**src/rtl/stk_eng_ctrl.sv**
```systemverilog
// stk_eng_ctrl: per-engine LIFO stacks built as linked lists over one shared
// entry pool. A free list threads through the same next-pointer array, and an
// INV command drains one engine back to the free list an entry per cycle.
module stk_eng_ctrl #(
    parameter  int ENGS_N  = 4,
    parameter  int N       = 16,
    parameter  int W       = 128,
    localparam int PTR_W   = $clog2(N),
    localparam int ENGID_W = (ENGS_N > 1) ? $clog2(ENGS_N) : 1,
    localparam int CNT_W   = PTR_W + 1
) (
    input  logic               clk,
    input  logic               rst,
    input  logic               i_cmd_vld,
    output logic               o_cmd_rdy,
    input  logic [ENGID_W-1:0] i_cmd_engid,
    input  logic [1:0]         i_cmd_opcode,
    input  logic [W-1:0]       i_cmd_dat,
    output logic               o_rsp_vld,
    output logic [ENGID_W-1:0] o_rsp_engid,
    output logic [1:0]         o_rsp_opcode,
    output logic [W-1:0]       o_rsp_dat,
    output logic               o_rsp_err,
    output logic [ENGS_N-1:0]  o_empty,
    output logic [CNT_W-1:0]   o_free_cnt,
    output logic               o_busy
);

    localparam logic [1:0]         OP_NOP  = 2'd0;
    localparam logic [1:0]         OP_PUSH = 2'd1;
    localparam logic [1:0]         OP_POP  = 2'd2;
    localparam logic [1:0]         OP_INV  = 2'd3;
    localparam logic [ENGID_W:0]   ENGS_L  = (ENGID_W+1)'(ENGS_N);
    localparam logic [PTR_W-1:0]   LAST_IX = PTR_W'(N - 1);
    localparam logic [CNT_W-1:0]   FULL_CNT = CNT_W'(N);

    typedef enum logic [1:0] {INIT, IDLE, INV} state_t;

    state_t              r_state;
    state_t              w_stateNext;
    logic [PTR_W-1:0]    r_initCnt;
    logic [W-1:0]        r_data [N];
    logic [PTR_W-1:0]    r_next [N];
    logic [PTR_W-1:0]    r_head [ENGS_N];
    logic [CNT_W-1:0]    r_cnt  [ENGS_N];
    logic [PTR_W-1:0]    r_freeHead;
    logic [CNT_W-1:0]    r_freeCnt;
    logic [ENGID_W-1:0]  r_invEng;
    logic                r_cmdRdy;
    logic                r_rspVld;
    logic [ENGID_W-1:0]  r_rspEng;
    logic [1:0]          r_rspOp;
    logic [W-1:0]        r_rspDat;
    logic                r_rspErr;
    logic [ENGS_N-1:0]   r_empty;

    logic                w_engValid;
    logic [ENGID_W-1:0]  w_engIdx;
    logic                w_doPush;
    logic                w_doPop;
    logic                w_doInvStart;
    logic                w_doInvStep;
    logic                w_rdyNext;
    logic                w_rspVldNext;
    logic [ENGID_W-1:0]  w_rspEngNext;
    logic [1:0]          w_rspOpNext;
    logic [W-1:0]        w_rspDatNext;
    logic                w_rspErrNext;
    logic [PTR_W-1:0]    w_popHead;
    logic [PTR_W-1:0]    w_invHead;

    assign w_engValid = ({1'b0, i_cmd_engid} < ENGS_L);
    assign w_engIdx   = w_engValid ? i_cmd_engid : '0;
    assign w_popHead  = r_head[w_engIdx];
    assign w_invHead  = r_head[r_invEng];

    assign o_cmd_rdy    = r_cmdRdy;
    assign o_rsp_vld    = r_rspVld;
    assign o_rsp_engid  = r_rspEng;
    assign o_rsp_opcode = r_rspOp;
    assign o_rsp_dat    = r_rspDat;
    assign o_rsp_err    = r_rspErr;
    assign o_empty      = r_empty;
    assign o_free_cnt   = r_freeCnt;
    assign o_busy       = (r_state != IDLE);

    // FSM state register
    always_ff @(posedge clk) begin
        if (rst) r_state <= INIT;
        else     r_state <= w_stateNext;
    end

    // Next state, command decode into datapath strobes, and next response
    always_comb begin
        w_stateNext  = r_state;
        w_doPush     = 1'b0;
        w_doPop      = 1'b0;
        w_doInvStart = 1'b0;
        w_doInvStep  = 1'b0;
        w_rdyNext    = 1'b0;
        w_rspVldNext = 1'b0;
        w_rspEngNext = '0;
        w_rspOpNext  = '0;
        w_rspDatNext = '0;
        w_rspErrNext = 1'b0;
        case (r_state)
            INIT: begin
                if (r_initCnt == LAST_IX) begin
                    w_stateNext = IDLE;
                    w_rdyNext   = 1'b1;
                end
            end
            IDLE: begin
                w_rdyNext = 1'b1;
                if (i_cmd_vld && r_cmdRdy && (i_cmd_opcode != OP_NOP)) begin
                    w_rspVldNext = 1'b1;
                    w_rspEngNext = i_cmd_engid;
                    w_rspOpNext  = i_cmd_opcode;
                    if (!w_engValid) begin
                        w_rspErrNext = 1'b1;
                    end else begin
                        case (i_cmd_opcode)
                            OP_PUSH: begin
                                if (r_freeCnt == '0) w_rspErrNext = 1'b1;
                                else                 w_doPush     = 1'b1;
                            end
                            OP_POP: begin
                                if (r_cnt[w_engIdx] == '0) begin
                                    w_rspErrNext = 1'b1;
                                end else begin
                                    w_doPop      = 1'b1;
                                    w_rspDatNext = r_data[w_popHead];
                                end
                            end
                            default: begin
                                if (r_cnt[w_engIdx] != '0) begin
                                    w_doInvStart = 1'b1;
                                    w_rspVldNext = 1'b0;
                                    w_rspEngNext = '0;
                                    w_rspOpNext  = '0;
                                    w_stateNext  = INV;
                                    w_rdyNext    = 1'b0;
                                end
                            end
                        endcase
                    end
                end
            end
            INV: begin
                w_doInvStep = 1'b1;
                if (r_cnt[r_invEng] == CNT_W'(1)) begin
                    w_stateNext  = IDLE;
                    w_rdyNext    = 1'b1;
                    w_rspVldNext = 1'b1;
                    w_rspEngNext = r_invEng;
                    w_rspOpNext  = OP_INV;
                end
            end
            default: w_stateNext = INIT;
        endcase
    end

    // Pointer, counter, ready and response registers
    always_ff @(posedge clk) begin
        if (rst) begin
            r_initCnt  <= '0;
            r_cmdRdy   <= 1'b0;
            r_rspVld   <= 1'b0;
            r_rspEng   <= '0;
            r_rspOp    <= '0;
            r_rspDat   <= '0;
            r_rspErr   <= 1'b0;
            r_empty    <= '1;
            r_freeHead <= '0;
            r_freeCnt  <= '0;
            r_invEng   <= '0;
            for (int e = 0; e < ENGS_N; e++) begin
                r_cnt[e]  <= '0;
                r_head[e] <= '0;
            end
        end else begin
            r_cmdRdy <= w_rdyNext;
            r_rspVld <= w_rspVldNext;
            r_rspEng <= w_rspEngNext;
            r_rspOp  <= w_rspOpNext;
            r_rspDat <= w_rspDatNext;
            r_rspErr <= w_rspErrNext;
            if (r_state == INIT) begin
                r_initCnt <= r_initCnt + 1'b1;
                if (r_initCnt == LAST_IX) begin
                    r_freeHead <= '0;
                    r_freeCnt  <= FULL_CNT;
                end
            end
            if (w_doPush) begin
                r_head[w_engIdx]  <= r_freeHead;
                r_freeHead        <= r_next[r_freeHead];
                r_cnt[w_engIdx]   <= r_cnt[w_engIdx] + 1'b1;
                r_freeCnt         <= r_freeCnt - 1'b1;
                r_empty[w_engIdx] <= 1'b0;
            end
            if (w_doPop) begin
                r_head[w_engIdx]  <= r_next[w_popHead];
                r_freeHead        <= w_popHead;
                r_cnt[w_engIdx]   <= r_cnt[w_engIdx] - 1'b1;
                r_freeCnt         <= r_freeCnt + 1'b1;
                r_empty[w_engIdx] <= (r_cnt[w_engIdx] == CNT_W'(1));
            end
            if (w_doInvStart) begin
                r_invEng <= w_engIdx;
            end
            if (w_doInvStep) begin
                r_head[r_invEng]  <= r_next[w_invHead];
                r_freeHead        <= w_invHead;
                r_cnt[r_invEng]   <= r_cnt[r_invEng] - 1'b1;
                r_freeCnt         <= r_freeCnt + 1'b1;
                r_empty[r_invEng] <= (r_cnt[r_invEng] == CNT_W'(1));
            end
        end
    end

    // Entry storage and link array; INIT rebuilds the free chain 0->1->..->N-1->0
    always_ff @(posedge clk) begin
        if (!rst) begin
            if (r_state == INIT) begin
                r_next[r_initCnt] <= r_initCnt + 1'b1;
            end
            if (w_doPush) begin
                r_data[r_freeHead] <= i_cmd_dat;
                r_next[r_freeHead] <= r_head[w_engIdx];
            end
            if (w_doPop) begin
                r_next[w_popHead] <= r_freeHead;
            end
            if (w_doInvStep) begin
                r_next[w_invHead] <= r_freeHead;
            end
        end
    end

endmodule

```
**config.mk**
```make
export PLATFORM = sky130hd
export DESIGN_NAME = stk_eng_ctrl
export DESIGN_NICKNAME = d
export VERILOG_FILES = /design/src/rtl/stk_eng_ctrl.sv
export SDC_FILE = /design/constraint.sdc
export NUM_CORES = 2
export LEC_CHECK = 0
export ABC_AREA = 1
export BUFFER_PORTS_ARGS = -buffer_cell sky130_fd_sc_hd__buf_2
export CAP_MARGIN = 20
export CORE_UTILIZATION = 35
export DETAILED_ROUTE_END_ITERATION = 10
export PLACE_DENSITY_LB_ADDON = 0.2
export SLEW_MARGIN = 20
export SYNTH_ARGS = -nofsm -noshare
export SYNTH_HDL_FRONTEND = slang
export SYNTH_SLANG_ARGS = --single-unit
```
**constraint.sdc**
```tcl
create_clock -name clk -period 14.4 [get_ports clk]
set_input_delay 4.32 -clock clk [delete_from_list [all_inputs] [get_ports clk]]
set_output_delay 4.32 -clock clk [all_outputs]
set_load 0.02 [all_outputs]
```
* Word level (Yosys, flattened, before mapping)
Memory sizes are Yosys's and may differ from the RTL's. A register that Yosys moved wholly into a read port is not among the register bits. Cells that the tools add are included. W data, S select, Z words.
Word-level totals: memories 4, output and inout port bits 145, bits in registers 28, bits in writable memories 2148
Operators by class: bitwise gates (word level) 7, equal/unequal tests 13, reduce and logical (&&, ||, !) cells 23, mux-type cells 104, add/subtract/negate cells 6, magnitude comparators 4
Memory list:
- r_data | words 16, width 128, read ports 1, clocked after memory_dff 1, wr ports 1, line 42 | logic [W-1:0] r_data [N];
- r_next | words 16, width 4, read ports 3, clocked after memory_dff 1, wr ports 1, line 43 | logic [PTR_W-1:0] r_next [N];
- r_cnt | words 4, width 5, read ports 2, clocked after memory_dff 1, wr ports 4, line 45 | logic [CNT_W-1:0] r_cnt [ENGS_N];
- r_head | words 4, width 4, read ports 2, clocked after memory_dff 1, wr ports 4, line 44 | logic [PTR_W-1:0] r_head [ENGS_N];
Operator list (number):
- $mux W4 | 21
- $mux W1 | 44
- $mux W2 | 21
- $mux W5 | 8
- $reduce_or A4 Y1 | 5
- $reduce_or A5 Y1 | 3
- $sub A5 B1 Y5 const B | 3
- $add A5 B1 Y5 const B | 2
- $eq A5 B1 Y1 const B | 2
- $logic_not A5 Y1 | 2
- $bwmux W4 | 2
- $ne A2 B2 Y1 const B | 4
- $pmux W2 S2 | 2
- $reduce_bool A4 Y1 | 2
- $lt A2 B3 Y1 const B | 2
- $pmux W2 S3 | 1
- $reduce_and A5 Y1 | 1
- $reduce_bool A5 Y1 | 1
- $add A4 B1 Y4 const B | 1
- $and A4 B4 Y4 | 1
- $demux W1 S2 | 2
- $eq A2 B1 Y1 const B | 2
- $eq A2 B2 Y1 const B | 2
- $eq A4 B4 Y1 const B | 1
- other kinds (13) | 22

* Depth between registers and ports, before layout
depth after elaboration 13, gate-level depth with buffers 16, gate-level depth less buffers 15

* Worst setup path before layout
No wires, ideal clock.
kind input to register, from input port i_cmd_opcode[0], to memory r_data[0][0] (enable), slack 2.657 ns, path buffers 1, arrival time 11.126 ns, setup time 0.617 ns, stages 10, required time 13.783 ns, path through inv_1 > ha_1 > nor2_1 > nand2_1 > nor2_2 > nand2_1 > nor2_1 > clkbuf_1 > nand3_1 > nor2_1
Between the ends: longest elaborated chain between the ends 7, elaborated cells between the ends (all ways) 9
RTL lines:
- from (decl) | line 17 | input logic [1:0] i_cmd_opcode,
- $eq A2 B1 Y1 or $reduce_bool A2 Y1 (tied branches) | line 122, 115
- $mux W1 or $logic_and A1 B1 Y1 (tied branches) | line 122, 115
- $mux W1 * | line 115 | if (i_cmd_vld && r_cmdRdy && (i_cmd_opcode != OP_NOP)) begin
- $mux W1 * | line 106 | case (r_state)
- $mux W1 * | line 228 | if (w_doPush) begin
- $mux W1 * | line 224 | if (!rst) begin
- $mux W1 (not written as such) * | line 229 | r_data[r_freeHead] <= i_cmd_dat;
- to (decl) | line 42
Every way passes the cells marked *; elsewhere a longest branch is shown, timed or not.

* Final worst setup path
from input port i_cmd_engid[0], to register r_rspDat[127], in the netlist o_rsp_dat[127]
Between the ends: longest elaborated chain between the ends 3, elaborated cells between the ends (all ways) 4
RTL lines:
- from (decl) | line 16 | input logic [ENGID_W-1:0] i_cmd_engid,
- $mem_v2 Z4 W5
- $logic_not A5 Y1 | line 128 | if (r_cnt[w_engIdx] == '0) begin
- $reduce_or A5 Y1 (no line)
- to (signal assigned) | line 186 | r_rspDat <= w_rspDatNext;
- to (decl) | line 53 | logic [W-1:0] r_rspDat;
Several ways; a longest one is shown, not always the timed one. A chain may end at the register's enable or synchronous reset.

==> implementation parameters <==
Parameter                              Value

Synthesis
  Combinational family with the most area after synthesis    simple AND/OR/NAND/NOR gates
  Most frequently used flop master after synthesis    sky130_fd_sc_hd__edfxtp_1
  Number of distinct library cells after synthesis    46
  Mux contribution to synthesized area    1.09%
  Async set-or-reset flop fraction in the synthesized netlist    0%
  Synth top area cells    sky130_fd_sc_hd__edfxtp_1, sky130_fd_sc_hd__nand2_1, sky130_fd_sc_hd__nand3_1
  Proportion of synthesized chip area in sequential cells    between 70% and 80%
  Area share of the largest cell type after synthesis    69.9%
  Cell with the most instances after synthesis    sky130_fd_sc_hd__edfxtp_1
  Count of flip-flops with a built-in enable after synthesis    ~2,100
  Area share of fa/ha/maj cells after synthesis    0.244%
  Compound-gate portion of the synthesized area    7.10%
  Post-synth top area cell    sky130_fd_sc_hd__edfxtp_1
  Flop and latch count out of synthesis    2,310
  Simple-gate share of the synthesized area    15.3%
  Number of warnings printed during yosys synthesis    0
  Synthesized area    92,300 µm²
  Number of standard cells after synthesis    7,504
  Share of the synthesized netlist area taken by xor and xnor gates    0.104%
  Commonest cells in the netlist    sky130_fd_sc_hd__edfxtp_1, sky130_fd_sc_hd__nand2_1, sky130_fd_sc_hd__nand3_1
  Mean Syn Cell Area    12.3 µm²
  Syn nets    7,657

Placed design
  Count of input and output buffers    between 200 and 300
  Detailed Place HPWL    131,000 µm
  Worst Setup Slack post-DPL    5.44 ns
  Global placer's final weighted congestion    0.867

Route
  Drt wl/cell    23.5 µm
  Number of violations reported at the end of detailed-routing iteration 0    around 5,100
  Vias per std cell    5.20
  Antenna-violating nets left    0
  Post-Route WL    268,000 µm
  Overall via count from detail_route    around 59,000
  Total DRC errors in the routed layout    0
  Initial DRT Pass Iterations    6

Pwr
  Static leakage power    36.7 nW
  Combinational Power Share    between 6 and 7%
  Sequential fraction of design power    49.5%
  Power density over the cells    140 nW/µm²
  Internal Power    11.5 mW
  Net Switching    3.34 mW
  Clock network fraction of design power    44.1%
  Peak supply drop    approximately 0.12 mV
  Share of total power consumed by net switching    between 20% and 30%

Finish
  Area of the multi-input gates    22,200 µm²
  Fill count    24,641
  Ratio of cells with drive above 1 in the final layout    ~14%
  Fin nets    7,839
  Storage cell area    67,700 µm²
  Synthesis-to-layout area growth    14.4%

Clock network
  # clock sinks    2,310
  Max clock buf depth    4
  Total of cells resized after clock tree synthesis    0
  Root Buffer Master    sky130_fd_sc_hd__clkbuf_16
  Clock-pin slew reported for the worst setup and hold paths after clock tree synthesis    about 0.060 ns
  Number of setup buffers added after CTS    0
  Clock tree from TritonCTS    yes
  Clk Latency, worst-skew pair    0.93 ns
  Post-CTS Hold Buffers    0
  Number of H-tree levels    5
  TritonCTS buffer count    ~280

Worst setup path
  Crit start category    input port
  Critical path class    input port to register
  Cell type of the slowest stage on the worst timing path    sky130_fd_sc_hd__buf_4
  Endpoint kind of the worst setup timing path    register
  Reg2reg end    r_data[13][12]$_DFFE_PP_
  Setup slack of the most critical reg-to-reg path    9.62 ns
  Maximum net fanout on the critical path    60
  Worst-case reg-to-reg path depth    12
  Startpoint of the worst-slack reg-to-reg timing path    o_free_cnt[0]$_SDFFE_PP0P_
  Critical path, cell by cell    buf_2 > inv_2 > nor2_4 > nand2_1 > nand2_1 > inv_2 > nand2_8 > buf_4 > buf_4 > buf_4 > o21ai_0 > o22ai_1 > nand2_1 > nand2_1 > nand2_1 > o21ai_1
  Cell type with the highest occurrence count on the critical path    sky130_fd_sc_hd__nand2_1
  Endpoint arrival time on the critical path    8.83 ns
  CP max stage delay    0.85 ns
  Critical path required time    15.22 ns

Hold path
  Instance count along the most critical hold path    2
  Worst min-delay path startpoint    r_state[1]$_SDFFE_PP0P_
  Class of the worst hold path    register to register
  Endpoint of the worst hold-timing path    r_state[1]$_SDFFE_PP0P_

STA
  Time the final worst path needs with I/O delays and setup    8.01 ns
  Fin. max-slew vios    0
  Worst clock skew    about 0.082 ns
  Final critical-path setup slack    6.39 ns
  Rel. slew slack    21.5%
  Highest clock frequency the design can meet    roughly 0.12 GHz
  Final setup violating endpoints    0
  Hold Vio Cnt, Final    0
  Setup TNS    0 ns
  Unrepaired setup endpoints after global routing    false
  Transition time at the pin with the least slew margin    roughly 1.2 ns
  Crit share post-route    between 50 and 60%

Die
  Site Rows    188
  IO Pins    280
  Die area    266,000 µm²
  Overall die height    516 µm
  Width of the chip    slightly above 500 µm
  Placeable core region    262,000 µm²
  Initial Util    35.2%

Outcome
  Outcome    completed

GRT
  Total congestion overflow    0
  Wire length of the first global-routing pass    391,000 µm
  Via count of the first global-routing pass    56,774
  GR Util All Layers    about a fifth
  Largest net degree at the start of global routing    ~230
  Initial antenna violation count    62

Job
  Reported max-cap violation count    0
-- cell type report --
type	count	share of cell area, %
clock buffer	395	7.41
multi-input combinational	4589	21.0
tap	3515	4.16
inverter	140	0.517
timing repair buffer	370	2.19
clock inverter	71	0.545
antenna	11	0.0261
sequential	2310	64.2
-- logic make-up (layout without fill, tap and decap cells) --
kind of cell,count (synthesis),after routing
compound gates,1253,1253
xor+xnor,11,11
fa+ha+maj,18,18
buf+inv,605,976
flops,2310,2310
mux,101,101
other cells,0,11
simple gates,3206,3206
-- worst max-delay path, delay by kind of cell --
| family | cells | cell delay (ns) |
|---|---|---|
| AO/OA/AOI/OAI | 3 | 0.58 |
| AND/OR/NAND/NOR | 7 | 1.01 |
| buffers and inverters | 6 | 2.78 |
-- registers in the layout, summed over array words and instances, names as in the netlist, named ones only --
signal and cells:
r_data 2048, o_rsp_dat 128, r_next 64, r_cnt 20, r_head 16, o_free_cnt 5, o_empty 4, r_freeHead 4
r_initCnt 4, o_rsp_engid 2, o_rsp_opcode 2, r_invEng 2, r_state 2, o_cmd_rdy 1, o_rsp_err 1, o_rsp_vld 1
-- metrics by stage --
stage | cells | utilization, % | instance area, µm² | total power [mW] | hold slack [ns]
4_1_cts | 11390 | 40.3 | 106000 | 15.0 | 0.531
6_report | 11401 | 40.3 | 106000 | 14.8 | 0.533
5_1_grt | 11396 | 40.3 | 106000 | 15.3 | 0.559
2_1_floorplan | 7504 | - | 92300 | 8.10 | 0.477
3_3_place_gp | 10924 | 37.0 | 97200 | 8.43 | 0.514
3_5_place_dp | 10924 | 37.0 | 97200 | 8.44 | 0.522
-- how the worst max path moves through the flow --
stage	from	slack (ns)	endpoint	cells past startpoint
6_report	i_cmd_engid[0]	6.39	o_rsp_dat[127]$_SDFF_PP0_	16
5_1_grt	i_cmd_opcode[0]	6.16	r_data[13][97]$_DFFE_PP_	13
3_5_place_dp	i_cmd_opcode[0]	5.44	r_data[13][19]$_DFFE_PP_	13
2_1_floorplan	i_cmd_opcode[0]	2.66	r_data[0][0]$_DFFE_PP_	10
4_1_cts	i_cmd_opcode[0]	6.38	r_data[13][34]$_DFFE_PP_	13
3_3_place_gp	i_cmd_engid[0]	5.42	o_rsp_dat[34]$_SDFF_PP0_	16
-- per-layer routing --
metal,global-route usage (%),wire (µm)
met1,27.0,120000
met3,3.47,15100
met5,0,277
met4,5.13,6040
met2,32.2,127000
-- layout by cell type (no fill, tap or decap), types with 15 or more instances in the layout --
master                      instances
sky130_fd_sc_hd__inv_1            126
sky130_fd_sc_hd__o21ai_0          604
sky130_fd_sc_hd__o211ai_1          15
sky130_fd_sc_hd__or2_2            326
sky130_fd_sc_hd__clkinv_2          17
sky130_fd_sc_hd__nand2_1         1740
sky130_fd_sc_hd__nor2_1           263
sky130_fd_sc_hd__ha_1              18
sky130_fd_sc_hd__nor2_4            22
sky130_fd_sc_hd__clkbuf_8          32
sky130_fd_sc_hd__buf_12            19
sky130_fd_sc_hd__clkinv_1          36
sky130_fd_sc_hd__clkbuf_16        283
sky130_fd_sc_hd__nor3_1           108
sky130_fd_sc_hd__clkbuf_1          80
sky130_fd_sc_hd__nand3_1          702
sky130_fd_sc_hd__o22ai_1          143
sky130_fd_sc_hd__a21oi_1          290
sky130_fd_sc_hd__dfxtp_1          162
sky130_fd_sc_hd__edfxtp_1        2148
sky130_fd_sc_hd__a21o_1            17
sky130_fd_sc_hd__mux2i_1          101
sky130_fd_sc_hd__buf_2            279
sky130_fd_sc_hd__o21ai_1          176
sky130_fd_sc_hd__buf_4             72
-- power groups by stage --
stage,clock network [mW],logic (mW),registers (mW)
after floorplan,0,0.622,7.48
after global placement,0,0.950,7.48
after detailed placement,0,0.956,7.48
after CTS,6.68,0.959,7.34
after global routing,6.91,1.06,7.34
final,6.54,0.953,7.34
(Power assumes the default switching activity.)
